==> config.mk <==
export PLATFORM = sky130hd
export DESIGN_NAME = minv_mdiv_host
export DESIGN_NICKNAME = d
export VERILOG_FILES = /design/src/rtl/minv_mdiv_host.sv
export SDC_FILE = /design/constraint.sdc
export NUM_CORES = 2
export LEC_CHECK = 0
export CAP_MARGIN = 20
export CELL_PAD_IN_SITES_DETAIL_PLACEMENT = 1
export CELL_PAD_IN_SITES_GLOBAL_PLACEMENT = 1
export CORE_MARGIN = 5
export CORE_UTILIZATION = 25
export CTS_BUF_LIST = sky130_fd_sc_hd__clkbuf_4 sky130_fd_sc_hd__clkbuf_8
export DETAILED_ROUTE_END_ITERATION = 8
export DONT_BUFFER_PORTS = 1
export GPL_TIMING_DRIVEN = 0
export PLACE_DENSITY = 0.43
export SLEW_MARGIN = 20
export SYNTH_ARGS = -nofsm -noshare
export SYNTH_HDL_FRONTEND = slang
export SYNTH_SLANG_ARGS = --single-unit
==> constraint.sdc <==
create_clock -name clk -period 114.3 [get_ports clk]
set_input_delay 22.86 -clock clk [delete_from_list [all_inputs] [get_ports clk]]
set_output_delay 22.86 -clock clk [all_outputs]
set_load 0.02 [all_outputs]
==> src/rtl/minv_mdiv_host.sv <==
// rtl/minv_mdiv_host.sv - host initiator that loads, starts and unloads the modular inverse/division core
module minv_mdiv_host #(
    parameter int WORDS          = 8,
    parameter int TIMEOUT_CYCLES = 16384
) (
    input  logic                  clk,
    input  logic                  rst,
    input  logic                  req_valid,
    output logic                  req_ready,
    input  logic                  req_mode,
    input  logic [32*WORDS-1:0]   req_a,
    input  logic [32*WORDS-1:0]   req_b,
    input  logic [32*WORDS-1:0]   req_p,
    output logic                  rsp_valid,
    input  logic                  rsp_ready,
    output logic [32*WORDS-1:0]   rsp_result,
    output logic                  rsp_flag,
    output logic                  rsp_timeout,
    output logic                  busy,
    output logic [31:0]           core_datain,
    output logic                  core_loada,
    output logic                  core_loadp,
    output logic                  core_loadb,
    output logic                  core_minv_mdiv,
    output logic                  core_en,
    input  logic                  core_rdy,
    input  logic                  core_flag,
    input  logic [31:0]           core_result,
    input  logic                  core_out_valid,
    output logic                  core_out_ready
);

    localparam int W  = 32 * WORDS;
    localparam int IW = (WORDS > 1) ? $clog2(WORDS) : 1;
    localparam int TW = $clog2(TIMEOUT_CYCLES + 1);

    localparam logic [IW-1:0] LAST_IDX = IW'(WORDS - 1);
    localparam logic [TW-1:0] T_LAST   = TW'(TIMEOUT_CYCLES - 1);
    localparam logic [TW-1:0] T_MAX    = TW'(TIMEOUT_CYCLES);

    typedef enum logic [2:0] {
        S_IDLE,
        S_LOAD_A,
        S_LOAD_P,
        S_LOAD_B,
        S_START,
        S_WAIT,
        S_COLLECT,
        S_RESP
    } state_t;

    state_t         state;
    state_t         next_state;
    logic [W-1:0]   a_q;
    logic [W-1:0]   b_q;
    logic [W-1:0]   p_q;
    logic           mode_q;
    logic [IW-1:0]  idx;
    logic [TW-1:0]  timer;
    logic [W-1:0]   result_q;
    logic           flag_q;
    logic           timeout_q;
    logic           last_word;
    logic           time_up;

    // The final result word wins over a timeout landing on the same edge.
    assign last_word = core_out_valid && (idx == LAST_IDX);
    assign time_up   = (timer >= T_LAST);

    // State register.
    always_ff @(posedge clk or posedge rst) begin
        if (rst) begin
            state <= S_IDLE;
        end else begin
            state <= next_state;
        end
    end

    // Next-state decode and all handshake/strobe outputs, decoded from state.
    always_comb begin
        next_state     = state;
        req_ready      = 1'b0;
        busy           = 1'b1;
        rsp_valid      = 1'b0;
        rsp_result     = '0;
        rsp_flag       = 1'b0;
        rsp_timeout    = 1'b0;
        core_datain    = 32'd0;
        core_loada     = 1'b0;
        core_loadp     = 1'b0;
        core_loadb     = 1'b0;
        core_minv_mdiv = mode_q;
        core_en        = 1'b0;
        core_out_ready = 1'b0;
        case (state)
            S_IDLE: begin
                req_ready      = 1'b1;
                busy           = 1'b0;
                core_minv_mdiv = 1'b0;
                if (req_valid) next_state = S_LOAD_A;
            end
            S_LOAD_A: begin
                core_loada  = 1'b1;
                core_datain = a_q[32*idx +: 32];
                if (idx == LAST_IDX) next_state = S_LOAD_P;
            end
            S_LOAD_P: begin
                core_loadp  = 1'b1;
                core_datain = p_q[32*idx +: 32];
                if (idx == LAST_IDX) next_state = S_LOAD_B;
            end
            S_LOAD_B: begin
                core_loadb  = 1'b1;
                core_datain = b_q[32*idx +: 32];
                if (idx == LAST_IDX) next_state = S_START;
            end
            S_START: begin
                core_en    = 1'b1;
                next_state = S_WAIT;
            end
            S_WAIT: begin
                if (core_rdy) next_state = S_COLLECT;
                else if (time_up) next_state = S_RESP;
            end
            S_COLLECT: begin
                core_out_ready = 1'b1;
                if (last_word || time_up) next_state = S_RESP;
            end
            S_RESP: begin
                rsp_valid   = 1'b1;
                rsp_result  = result_q;
                rsp_flag    = flag_q;
                rsp_timeout = timeout_q;
                if (rsp_ready) next_state = S_IDLE;
            end
            default: next_state = S_IDLE;
        endcase
    end

    // Job datapath: operand latch, word index, timeout counter and result assembly.
    always_ff @(posedge clk or posedge rst) begin
        if (rst) begin
            a_q       <= '0;
            b_q       <= '0;
            p_q       <= '0;
            mode_q    <= 1'b0;
            idx       <= '0;
            timer     <= '0;
            result_q  <= '0;
            flag_q    <= 1'b0;
            timeout_q <= 1'b0;
        end else begin
            case (state)
                S_IDLE: begin
                    if (req_valid) begin
                        a_q       <= req_a;
                        b_q       <= req_b;
                        p_q       <= req_p;
                        mode_q    <= req_mode;
                        idx       <= '0;
                        result_q  <= '0;
                        flag_q    <= 1'b0;
                        timeout_q <= 1'b0;
                    end
                end
                S_LOAD_A, S_LOAD_P, S_LOAD_B: begin
                    idx <= (idx == LAST_IDX) ? '0 : idx + 1'b1;
                end
                S_START: begin
                    timer <= '0;
                end
                S_WAIT: begin
                    if (core_rdy) begin
                        flag_q <= core_flag;
                        timer  <= '0;
                        idx    <= '0;
                    end else if (time_up) begin
                        timeout_q <= 1'b1;
                    end else if (timer != T_MAX) begin
                        timer <= timer + 1'b1;
                    end
                end
                S_COLLECT: begin
                    if (core_out_valid) begin
                        result_q[32*idx +: 32] <= core_result;
                        idx <= (idx == LAST_IDX) ? '0 : idx + 1'b1;
                    end
                    if (!last_word && time_up) begin
                        timeout_q <= 1'b1;
                    end else if (timer != T_MAX) begin
                        timer <= timer + 1'b1;
                    end
                end
                default: begin
                end
            endcase
        end
    end

endmodule

==> impl_table.tex <==
\begin{tabular}{lr}
\hline
Metric & Value \\
\hline
\multicolumn{2}{l}{\textbf{Min path}} \\
Capture endpoint of the worst hold path & result\_q[141] \\
Worst hold path depth & 2 \\
Hold Startpoint & result\_q[141] \\
Path type of the worst min-delay path & reg -> reg \\
\multicolumn{2}{l}{\textbf{CTS}} \\
Root buffer cell & clkbuf\_8 \\
Setup bufs post-CTS & 0 \\
Deepest clock path buffer count & 3 \\
Post-cts sizing count & 0 \\
Total CTS buffers & 202 \\
Level count of the clock H-tree & 4 \\
TritonCTS clock tree & yes \\
Cts hold-fix bufs & 0 \\
Clock Sinks & 1048 \\
Clock latency reported for the late side of the worst-skew pair & 0.97 ns \\
Post-CTS clock slew at the launch and capture registers of the worst setup and hold paths & 0.06 ns \\
\multicolumn{2}{l}{\textbf{Route}} \\
DRC violations left & 0 \\
Number of nets with antenna violations after detailed routing & 0 \\
Average detailed-routed wire length per instance & 39.7 µm \\
Number of violations reported at the end of detailed-routing iteration 0 & 2645 \\
Via count of the routed design & 35900 \\
Router iterations before antenna repair & 5 \\
Final wirelength & 270000 µm \\
Via density per instance & 5.28 \\
\multicolumn{2}{l}{\textbf{Die}} \\
Row count & 160 \\
Ports & 1107 \\
Overall die width & 447 µm \\
Floorplan die height & 447 µm \\
Area of the die & 0.200 mm² \\
Core area & 0.190 mm² \\
Starting density of the core & 25.1\% \\
\multicolumn{2}{l}{\textbf{Synthesis}} \\
Proportion of synthesized chip area in sequential cells & 54.9\% \\
Number of distinct standard cells referenced by the synthesized netlist & 78 \\
Cell type with the largest total area after synthesis & dfrtp\_1 \\
Net count after synthesis & 4577 \\
Post-synthesis sequential element count & 1048 \\
Synth async-reset ratio & 100\% \\
Total number of yosys warnings & 0 \\
Synthesized instance count & 3761 \\
Top-area cell type share of the netlist area & 54.9\% \\
Mapped Avg Cell Area & 12.7 µm² \\
Leading cell types by total area after synthesis & dfrtp\_1 55\%, mux2\_2 19\%, a22o\_1 4.3\% \\
Main flop type after synthesis & dfrtp\_1 \\
Number of enable flip-flop cells after synthesis & 0 \\
Netlist Area Pre-Place & 0.0478 mm² \\
\multicolumn{2}{l}{\textbf{Worst setup path}} \\
Cell repeated most along the worst path & buf\_2 \\
Cell depth of the worst setup path & 9 \\
Critical path fanouts, max & 10 \\
Arrival time of data at the critical path endpoint & 5.65 ns \\
Slowest-stage cell, CP & nor3\_1 \\
Worst setup SP type & flip-flop \\
Class of the most critical setup path & reg -> out \\
Series of cell instances along the critical path & buf\_4 -> buf\_2 -> buf\_2 -> buf\_2 -> buf\_2 -> a211oi\_1 -> nor3\_1 -> o211ai\_1 -> nand3\_1 \\
Element type at the critical path end & output pin \\
Worst reg2reg endpoint & result\_q[155] \\
Reg2Reg Launch Point & idx[0] \\
Largest stage delay on the critical path & 0.78 ns \\
Cell family contributing the most delay on the critical path & buffers and inverters \\
Sum of buffers and inverters on the critical path & 5 \\
FF-to-FF path depth & 13 \\
Slack of the worst reg-to-reg path & 108.50 ns \\
Critical path required time & 91.44 ns \\
\multicolumn{2}{l}{\textbf{Run}} \\
Max-cap check violation count & 0 \\
\multicolumn{2}{l}{\textbf{Timing}} \\
Fin crit share & 24.9\% \\
Setup repair after global routing missed its margin & no \\
Worst slew slack as a fraction of its limit & 22.2\% \\
Summed negative setup slack over all endpoints & 0 ns \\
Transition at the pin with the smallest max-transition slack & 1.17 ns \\
Maximum clock frequency & 35.1 MHz \\
Final setup violation count & 0 \\
Number of hold violations in the final report & 0 \\
Worst Skew & 0.0358 ns \\
Final Max Slew Viols & 0 \\
Fin crit period & 28.51 ns \\
\multicolumn{2}{l}{\textbf{Run status}} \\
Run status & complete, no violations \\
\multicolumn{2}{l}{\textbf{Pwr}} \\
Pwr per Cell Area & 29.2 mW/mm² \\
Peak supply drop & 11.1 µV \\
Leakage power total & 23.7 nW \\
\multicolumn{2}{l}{\textbf{GRT}} \\
Largest net degree at the start of global routing & 91 \\
Antenna violations before repair & 349 \\
Wire length of the first global-routing pass & 352000 µm \\
Via count of the first global-routing pass & 37000 \\
Final global-route overflow total & 0 \\
GR Util All Layers & 26.1\% \\
\multicolumn{2}{l}{\textbf{Place}} \\
Standard cell area after detailed placement & 0.0515 mm² \\
Half-perimeter wire length after detailed placement & 211000 µm \\
RD Place Congestion & 0.843 \\
IO Port Bufs & 0 \\
\multicolumn{2}{l}{\textbf{Final layout}} \\
Commonest cells after routing, fill and taps aside & 1048 x dfrtp\_1, 787 x mux2\_2, 262 x and2\_1, 242 x clkbuf\_8, 233 x a22o\_1 \\
Most frequent standard cell in the layout excluding fill and tap cells & dfrtp\_1 \\
Proportion of layout cells with a drive suffix above 1 & 34.6\% \\
Layout overhead on the synthesized area & 17.4\% \\
Total of fill cells in the finished design & 20800 \\
Final net count & 4801 \\
Post-route cell area & 0.0561 mm² \\
\hline
\end{tabular}
[power breakdown]
group / switching (mW) / leakage, nW / internal (mW)
logic: 0.390 / 8.33 / 0.243
registers: 0.0838 / 13.1 / 0.516
clock network: 0.181 / 2.27 / 0.225
[how the worst max path moves through the flow]
stage	startpoint	end	slack, ns
floorplan	rst	a_q[0]	61.94
global placement	rst	p_q[198]	45.42
detailed placement	state[1]	core_datain[0]	86.64
CTS	state[1]	core_datain[0]	85.49
global route	idx[0]	core_datain[1]	85.54
finish	state[0]	core_datain[26]	85.79
[tightest hold or removal path: stages (launching register included)]
cell and delay [ns]:
dfrtp_1 0.33, nand2_1 0.05, nand2_1 0.04
[Yosys cell counts (39+ instances only)]
cell type  number
buf_2         150
nand3_1        67
mux2_2        787
clkbuf_1      124
nand2b_1       69
a21oi_1        48
o21ai_0        99
nor2_1         40
dfrtp_1      1048
a221oi_1       96
nor3_1         41
nand2_1       169
inv_1          39
and2_1        262
a22o_1        233
[state kept, by name, summed over array words and instances, names as in the netlist]
name,count
timer,15
idx,3
mode_q,1
flag_q,1
state,3
timeout_q,1
b_q,256
p_q,256
result_q,256
a_q,256
[per-stage QoR]
| stage | util (%) | hold WS (ns) | setup slack [ns] | std cells | power (mW) |
|---|---|---|---|---|---|
| global route | 29.4 | 0.474 | 85.54 | 6728 | 1.72 |
| global placement | 26.8 | 0.446 | 45.42 | 6272 | 1.23 |
| detailed placement | 27.1 | 0.447 | 86.64 | 6291 | 1.25 |
| CTS | 29.3 | 0.461 | 85.49 | 6644 | 1.66 |
| finish | 29.5 | 0.458 | 85.79 | 6795 | 1.64 |
| floorplan | - | 0.430 | 61.94 | 3761 | 0.969 |
[final cells by class]
type / count / area (µm²) / area share [%]
Tap cell: 2511 / 3140 / 5.60
Clock buffer: 332 / 4010 / 7.14
Clock inverter: 21 / 254 / 0.452
Inverter: 42 / 165 / 0.294
Timing Repair Buffer: 20 / 405 / 0.722
Sequential cell: 1048 / 26200 / 46.7
Buffer: 325 / 1490 / 2.65
Antenna cell: 150 / 375 / 0.669
Multi-Input combinational cell: 2346 / 20100 / 35.8
[routing by layer]
| metal | global-route usage [%] | vias up | part of all wire (%) |
|---|---|---|---|
| li1 | - | 14500 | - |
| met1 | 28.4 | 18800 | 37 |
| met2 | 46.0 | 1575 | 51 |
| met3 | 8.49 | 770 | 7.1 |
| met4 | 12.0 | 152 | 5.1 |
| met5 | 0 | - | 0.35 |
[cell families after synthesis]
group / after synthesis / synth area share, %
XOR/XNOR: 7 / 0.128
adder cells (fa/ha/maj): 8 / 0.209
flip-flops: 1048 / 54.9
AO/OA/AOI/OAI: 691 / 11.2
buffers and inverters: 367 / 3.42
AND/OR/NAND/NOR: 779 / 9.13
multiplexers: 861 / 21.1
Note: power is estimated with default switching activity, not from simulation.
